## src/rtl/sck_control_pkg.sv

```systemverilog
// Shared types and defaults for the SPI serial-clock controller.
package sck_control_pkg;

    localparam int DATA_WIDTH_DEF = 8;

    typedef enum logic [1:0] {
        IDLE  = 2'd0,
        LEAD  = 2'd1,
        TRAIL = 2'd2
    } state_e;

    // Encoding is {CPOL, CPHA}
    typedef enum logic [1:0] {
        MODE0 = 2'b00,
        MODE1 = 2'b01,
        MODE2 = 2'b10,
        MODE3 = 2'b11
    } mode_e;

endpackage

```

## src/rtl/sck_edge_detect.sv

```systemverilog
// Baud-rate edge detector with optional 2-flop input synchronizer.
// Define SCK_CONTROL_SYNC_EN to insert the synchronizer (adds 2 clk of latency).
module sck_edge_detect (
    input  logic clk,
    input  logic rst_n,
    input  logic i_baud,
    output logic o_rise,
    output logic o_fall
);

    logic w_baud;
    logic r_hist;

`ifdef SCK_CONTROL_SYNC_EN
    logic r_sync1;
    logic r_sync2;

    always_ff @(posedge clk or negedge rst_n) begin
        if (!rst_n) begin
            r_sync1 <= 1'b0;
            r_sync2 <= 1'b0;
        end else begin
            r_sync1 <= i_baud;
            r_sync2 <= r_sync1;
        end
    end

    assign w_baud = r_sync2;
`else
    assign w_baud = i_baud;
`endif

    // History always tracks the baud level, so leaving IDLE while baud is high
    // cannot produce a spurious rising edge.
    always_ff @(posedge clk or negedge rst_n) begin
        if (!rst_n) r_hist <= 1'b0;
        else        r_hist <= w_baud;
    end

    assign o_rise = w_baud & ~r_hist;
    assign o_fall = ~w_baud & r_hist;

endmodule

```

## src/rtl/sck_control.sv

```systemverilog
// SPI SCK generator: turns the baud square wave into SCK plus shift/sample/frame pulses.
// Optional macro SCK_CONTROL_SYNC_EN adds an input synchronizer on M_BaudRate.
module sck_control
    import sck_control_pkg::*;
#(
    parameter int DATA_WIDTH = DATA_WIDTH_DEF
) (
    input  logic clk,
    input  logic rst_n,
    input  logic M_BaudRate,
    input  logic CPOL,
    input  logic CPHA,
    input  logic idle,
    output logic SCK_out,
    output logic Shift_clk,
    output logic Sample_clk,
    output logic frame_done
);

    localparam int CNT_W = (DATA_WIDTH > 1) ? $clog2(DATA_WIDTH) : 1;
    localparam logic [CNT_W-1:0] LAST_BIT = CNT_W'(DATA_WIDTH - 1);

    state_e           r_state;
    mode_e            r_mode;
    logic [CNT_W-1:0] r_cnt;
    logic             r_sck;
    logic             r_sck_vld;
    logic             r_shift;
    logic             r_sample;
    logic             r_done;
    logic             w_rise;
    logic             w_fall;
    logic             w_cpol_l;
    logic             w_cpha_l;

    sck_edge_detect u_edge (
        .clk    (clk),
        .rst_n  (rst_n),
        .i_baud (M_BaudRate),
        .o_rise (w_rise),
        .o_fall (w_fall)
    );

    assign w_cpol_l = r_mode[1];
    assign w_cpha_l = r_mode[0];

    always_ff @(posedge clk or negedge rst_n) begin
        if (!rst_n) begin
            r_state   <= IDLE;
            r_mode    <= MODE0;
            r_cnt     <= '0;
            r_sck     <= 1'b0;
            r_sck_vld <= 1'b0;
            r_shift   <= 1'b0;
            r_sample  <= 1'b0;
            r_done    <= 1'b0;
        end else begin
            r_sck_vld <= 1'b1;
            r_shift   <= 1'b0;
            r_sample  <= 1'b0;
            r_done    <= 1'b0;
            if (idle) begin
                r_state <= IDLE;
                r_sck   <= CPOL;
                r_cnt   <= '0;
            end else begin
                case (r_state)
                    IDLE: begin
                        r_mode  <= mode_e'({CPOL, CPHA});
                        r_sck   <= CPOL;
                        r_cnt   <= '0;
                        r_state <= LEAD;
                    end
                    LEAD: begin
                        if (w_rise) begin
                            r_sck    <= ~w_cpol_l;
                            r_shift  <= w_cpha_l;
                            r_sample <= ~w_cpha_l;
                            r_state  <= TRAIL;
                        end
                    end
                    TRAIL: begin
                        if (w_fall) begin
                            r_sck    <= w_cpol_l;
                            r_shift  <= ~w_cpha_l;
                            r_sample <= w_cpha_l;
                            r_state  <= LEAD;
                            if (r_cnt == LAST_BIT) begin
                                r_done <= 1'b1;
                                r_cnt  <= '0;
                            end else begin
                                r_cnt <= r_cnt + 1'b1;
                            end
                        end
                    end
                    default: r_state <= IDLE;
                endcase
            end
        end
    end

    // Until the first clock after reset, SCK follows the live CPOL input.
    assign SCK_out    = r_sck_vld ? r_sck : CPOL;
    assign Shift_clk  = r_shift;
    assign Sample_clk = r_sample;
    assign frame_done = r_done;

endmodule

```

## config.mk

```make
export PLATFORM = sky130hd
export DESIGN_NAME = sck_control
export DESIGN_NICKNAME = d
export VERILOG_FILES = /design/src/rtl/sck_control_pkg.sv /design/src/rtl/sck_edge_detect.sv /design/src/rtl/sck_control.sv
export SDC_FILE = /design/constraint.sdc
export NUM_CORES = 1
export LEC_CHECK = 0
export ABC_AREA = 1
export BUFFER_PORTS_ARGS = -buffer_cell sky130_fd_sc_hd__buf_2
export CELL_PAD_IN_SITES_DETAIL_PLACEMENT = 1
export CELL_PAD_IN_SITES_GLOBAL_PLACEMENT = 1
export CORE_MARGIN = 2
export CORE_UTILIZATION = 30
export CTS_BUF_LIST = sky130_fd_sc_hd__clkbuf_4
export DETAILED_ROUTE_END_ITERATION = 8
export PLACE_DENSITY_LB_ADDON = 0.15
export RECOVER_POWER = 100
export SLEW_MARGIN = 0
export SYNTH_ARGS = -nofsm -noshare
export SYNTH_HDL_FRONTEND = slang
export SYNTH_SLANG_ARGS = --single-unit
export TNS_END_PERCENT = 30
```

## constraint.sdc

```tcl
create_clock -name clk -period 1.4 [get_ports clk]
set_input_delay 0.14 -clock clk [delete_from_list [all_inputs] [get_ports clk]]
set_output_delay 0.14 -clock clk [all_outputs]
set_load 0.005 [all_outputs]
```

==> out/metrics.cfg, run 1 <==
[global_route]
grt.overflow.total=0
grt_pass1_wl_mm=2.87
track_usage_pct=14.3
antenna_found_initial=0
grt_pass1_vias=648
grt_max_degree=14

[clock_tree]
h-tree-depth=1
cts_tree=built
cts_sinks=13
cts_buffers=3
clockBufferDepth=2
clk_pin_slew_ps=90
cts_root_buf=clkbuf_4
clock_latency_ps=280

[critical_path]
crit_path_end_kind=register
cp_max_fo=5
crit_arrival_ps=1480
worstPathRequired_ps=1580
timing.rr.start=r_state[0]
rrSetupSlack_ps=100
rr_endpoint=r_cnt[0]
worst_setup_path_start_kind=register
crit_type=register to register
rr_worst_depth=9

[pwr]
p_per_area_mw_per_mm2=1480
power_leakage_nw=0.498
peakVddDrop_mv=0.683
power_mw=1.34

[drt]
highest_layer=met4
remaining_drc_errors=0
viasPerCell=4.67
first_iter_violations=2
wirelength_mm=1.69
dr.pass1.iters=3
dr_wl_met2_um=826
wirelength_met1_um=803
wl_met3_um=33
antenna_left=0
via_count=649
wire_per_inst_um=12.2

[sta]
rsz0062_at_grt=true
finalCritPeriodShare_pct=93.2
period_minus_slack_ps=1300
setup_viol=0
slew_viol_final=0
setup_tns_ps=0
final_hold_viol_count=0
timing.fmax_ghz=0.766
finalClockSkew_ps=4.65
relSlewSlack_pct=51.3
hold_ws_ps=111
tightestPinTransition_ps=730

[yosys]
ys.flop_type=dfrtp_1
synth_seq_cells=13
synthCells=94
avgSynthCellArea_sq_um=7.75
post-synth-top-count-cell=nand2_1
synthTopCellsByArea=dfrtp_1, nand2_1, ha_1
synth-seq-area-share_pct=44.7
synth.distinct_cells=16
mappedNetlistArea_sq_um=728
syn_nets=107
synth.top_cells.by_count=nand2_1, dfrtp_1, inv_1
synth_warnings=0
synth_top_area_cell=dfrtp_1
async_flop_share_pct=100
synth_top_area_share_pct=44.7
synth_edf_count=0

[placed_design]
portBuffers=9
dpl.hpwl_mm=1.35
gp_congestion=0.758
dpl.cell_count=132
post_dp_cell_area_sq_um=816

[final_layout]
layoutNonFillerInstCount=139
final_cell_area_sq_um=901
drive_gt1_share_pct=20.7
area_growth_pct=23.7
num_antenna_cells=0
fin_nets=125

[floorplanning]
die_x_um=53.3
initial_core_util_pct=32.3
coreArea_sq_mm=0.00225
die_area_sq_mm=0.00284
fp-row-count=17
ios=10
die_height_um=53.3

[worst_hold_path]
hold_path_end=r_mode[0]
hold_start=CPHA
min_delay_path_depth=3
hold_path_class=primary input to register

[status]
status=completed

[flow_run]
drv_cap=0

[layer usage]
metal	vias up	global-route usage, %
li1	327	-
met2	9	24.5
met1	309	17.3
met4	0	6.41
met3	4	2.54
met5	-	0
[worst max-delay path, stage by stage (launching register included)]
cell and delay (ps):
dfrtp_1 430, inv_2 90, ha_1 160, inv_1 70, nor2_4 130, nand2_4 100, inv_4 90, nor2_1 40
nand2_1 50, nand2_1 50
[cell usage in the layout, fill, tap and decap left out, types with 3 or more instances in the layout]
master,n
clkbuf_4,4
buf_2,4
dfrtp_1,13
o21ai_0,6
clkbuf_1,5
nand3_1,3
nor2_1,7
a21oi_1,3
nand2_1,26
ha_1,6
inv_1,11
[cell type report]
class,instances,area (sq um)
clock buffer,4,30.0
timing repair buffer,13,73.8
fill,291,1350
tap,28,35.0
inverter,15,61.3
multi-input combinational,66,375
sequential,13,325
[per-stage QoR]
stage                     utilization, %  worst slack, ps
after CTS                           38.4             43.9
after floorplan                        -              139
after detailed placement            36.2             48.9
after global placement              36.2             93.8
after global routing                40.0            -34.7
final                               40.0             95.0
[report_power, final]
group	internal (mW)	switching [mW]	total, mW
sequential	0.457	0.0706	0.528
clock	0.130	0.132	0.262
combinational	0.205	0.341	0.546
[what timing repair did]
action,4_1_cts,5_1_grt
resized for setup,0,13
setup buffers,0,1
hold buffers,2,0
setup endpoints to repair,0,7
endpoints found under the hold margin,14,0
[state kept, by name, summed over array words and instances (netlist names)]
name / count
Sample_clk: 1
Shift_clk: 1
frame_done: 1
r_cnt: 3
r_mode: 2
r_sck: 1
r_sck_vld: 1
r_state: 2
u_edge.r_hist: 1
[cells by family after synthesis]
kind of cell / synth area share (%)
AO/OA/AOI/OAI: 8.93
adder cells (fa/ha/maj): 12.0
buffers and inverters: 7.90
flip-flops: 44.7
other: 0.515
AND/OR/NAND/NOR: 25.9
[worst max path at each step]
stage          startpoint  slack, ps  cells after the start    endpoint
6_report       r_state[0]        100                      9    r_cnt[0]
5_1_grt        r_state[1]        -30                      8  r_state[0]
4_1_cts        r_state[0]         40                      8    r_cnt[1]
3_5_place_dp   r_state[0]         50                      8    r_cnt[1]
3_3_place_gp   r_state[0]         90                      9    r_cnt[0]
2_1_floorplan  r_state[0]        140                      9    r_cnt[0]
Note: power is estimated with default switching activity, not from simulation.
==> run 2: changes to the inputs <==
SYNTH_HIERARCHICAL = 1   (was unset)
==> run 2 against run 1 <==
Against the previous run: hold slack worse by 21 ps; non-clock buffer count grew 1; clock-buffer cell count unchanged; design area fell by 4.4%.
==> out/metrics.cfg, run 2 <==
[status]
status=completed

[yosys]
synth-seq-area-share_pct=45.7
async_flop_share_pct=100
synth_warnings=6
ys.flop_type=dfrtp_1
synth_edf_count=0
post-synth-top-count-cell=nand2_1
synth_seq_cells=13
syn_nets=101
synthTopCellsByArea=dfrtp_1, nand2_1, ha_1
mappedNetlistArea_sq_um=712
synth.top_cells.by_count=nand2_1, dfrtp_1, inv_1
synthCells=88
synth_top_area_share_pct=45.7
avgSynthCellArea_sq_um=8.09
synth.distinct_cells=16
synth_top_area_cell=dfrtp_1

[floorplanning]
initial_core_util_pct=31.9
die_x_um=52.7
ios=10
die_height_um=52.7
fp-row-count=17
die_area_sq_mm=0.00278
coreArea_sq_mm=0.00223

[clock_tree]
h-tree-depth=1
cts_root_buf=clkbuf_4
cts_buffers=3
clock_latency_ps=280
clockBufferDepth=2
cts_tree=built
cts_sinks=13
clk_pin_slew_ps=80

[placed_design]
portBuffers=9
dpl.hpwl_mm=1.18
gp_congestion=0.759

[sta]
relSlewSlack_pct=52.4
finalClockSkew_ps=8.62
tightestPinTransition_ps=714
final_hold_viol_count=0
rsz0062_at_grt=false
slew_viol_final=0
setup_viol=0
setup_tns_ps=0
timing.fmax_ghz=0.764
period_minus_slack_ps=1310
finalCritPeriodShare_pct=93.4

[critical_path]
cp_max_fo=4
crit_path_end_kind=register
worst_setup_path_start_kind=register
crit_arrival_ps=1490
rr_endpoint=r_sck
rrSetupSlack_ps=90
timing.rr.start=r_state[0]
crit_type=register to register
setup.worst_path.start=r_state[0]
worstPathRequired_ps=1580
rr_worst_depth=8

[global_route]
grt_pass1_vias=581
grt_max_degree=14
antenna_found_initial=0
grt.overflow.total=0
grt_pass1_wl_mm=2.62
track_usage_pct=13.4

[drt]
via_count=597
dr.pass1.iters=4
wire_per_inst_um=11.3
remaining_drc_errors=0
wirelength_mm=1.52
first_iter_violations=4
antenna_left=0
viasPerCell=4.46

[pwr]
power_leakage_nw=0.461
peakVddDrop_mv=0.634
p_per_area_mw_per_mm2=1550
power_mw=1.34

[worst_hold_path]
hold_path_end=r_mode[0]
min_delay_path_depth=3
hold_path_class=primary input to register
hold_start=CPHA

[final_layout]
largest_reg_flops=3
area_growth_pct=20.9
fin_nets=120
fillCellCount=283
mostFrequentLayoutCells=nand2_1, dfrtp_1, inv_1
reg_top3=r_cnt (3), r_mode (2), r_state (2)
num_antenna_cells=0
drive_gt1_share_pct=18.9
layout_commonest_cell=nand2_1
top_register=r_cnt

[flow_run]
drv_cap=0

-- run 2: cell count changes after synthesis, sizes merged --
| cell | delta |
|---|---|
| nand3b | +1 |
| a211oi | +2 |
| nand4 | -2 |
| a21oi | -1 |
| o21ai | -2 |
| nand2 | +1 |
| clkinv | -1 |
| nor2 | -1 |
| inv | -3 |
-- run 2: power breakdown --
group	internal, mW	leakage [nW]	switching, mW	total (mW)
clock network	0.130	0.0184	0.123	0.253
logic	0.226	0.273	0.333	0.558
registers	0.462	0.169	0.0620	0.524
total	0.818	0.461	0.518	1.34
-- run 2: through the flow --
stage | hold WS (ps) | instances | cell area (sq um) | setup slack (ps) | utilization, %
floorplan | -156 | 88 | 712 | 230 | -
CTS | 78.9 | 131 | 842 | 27.8 | 37.7
global placement | 48.1 | 125 | 792 | 126 | 35.5
finish | 89.8 | 134 | 861 | 91.8 | 38.5
detailed placement | 51.8 | 125 | 792 | 60.6 | 35.5
global route | 99.0 | 134 | 861 | 1.00 | 38.5
-- run 2: worst max path at each step --
stage / depth (start not counted) / slack (ps) / end
2_1_floorplan: 8 / 230 / r_sck
3_3_place_gp: 8 / 130 / r_sck
3_5_place_dp: 6 / 60 / r_cnt[1]
4_1_cts: 6 / 30 / r_cnt[1]
5_1_grt: 8 / 1 / r_sck
6_report: 8 / 90 / r_sck
-- run 2: final cells by class --
class / count / area [sq um] / area share [%]
Clock buffer: 4 / 30.0 / 3.49
Sequential cell: 13 / 325 / 37.8
Multi-Input combinational cell: 64 / 345 / 40.1
Inverter: 11 / 41.3 / 4.80
Timing Repair Buffer: 14 / 83.8 / 9.74
Tap cell: 28 / 35.0 / 4.07
-- run 2: metal layers --
layer / part of all wire [%] / up-vias / GRT usage, %
met2: 48 / 12 / 21.9
met3: 5.3 / 2 / 6.29
met4: 0.86 / 0 / 3.85
met5: 0 / - / 0
li1: - / 309 / -
met1: 46 / 274 / 15.5
-- run 2: worst max-delay path, cell delays in order (launching register included) --
cell     delay (ps)
dfrtp_1         390
inv_1           100
ha_1            310
nand2_1         150
inv_1            50
nand2_1          60
nand2_1          50
nand2_1          60
nand2_1          40
-- run 2: cells by family after synthesis --
kind of cell | Yosys count | synth area share, %
simple gates | 44 | 26.5
flops | 13 | 45.7
compound gates | 12 | 9.14
buf+inv | 11 | 5.80
fa+ha+maj | 7 | 12.3
other cells | 1 | 0.527
-- run 2: timing repair --
action                     in CTS  in global routing
hold buffers                    2                  0
setup buffers                   0                  3
hold endpoints to repair       14                  0
setup endpoints to repair       0                  6
resized for setup               0                  3
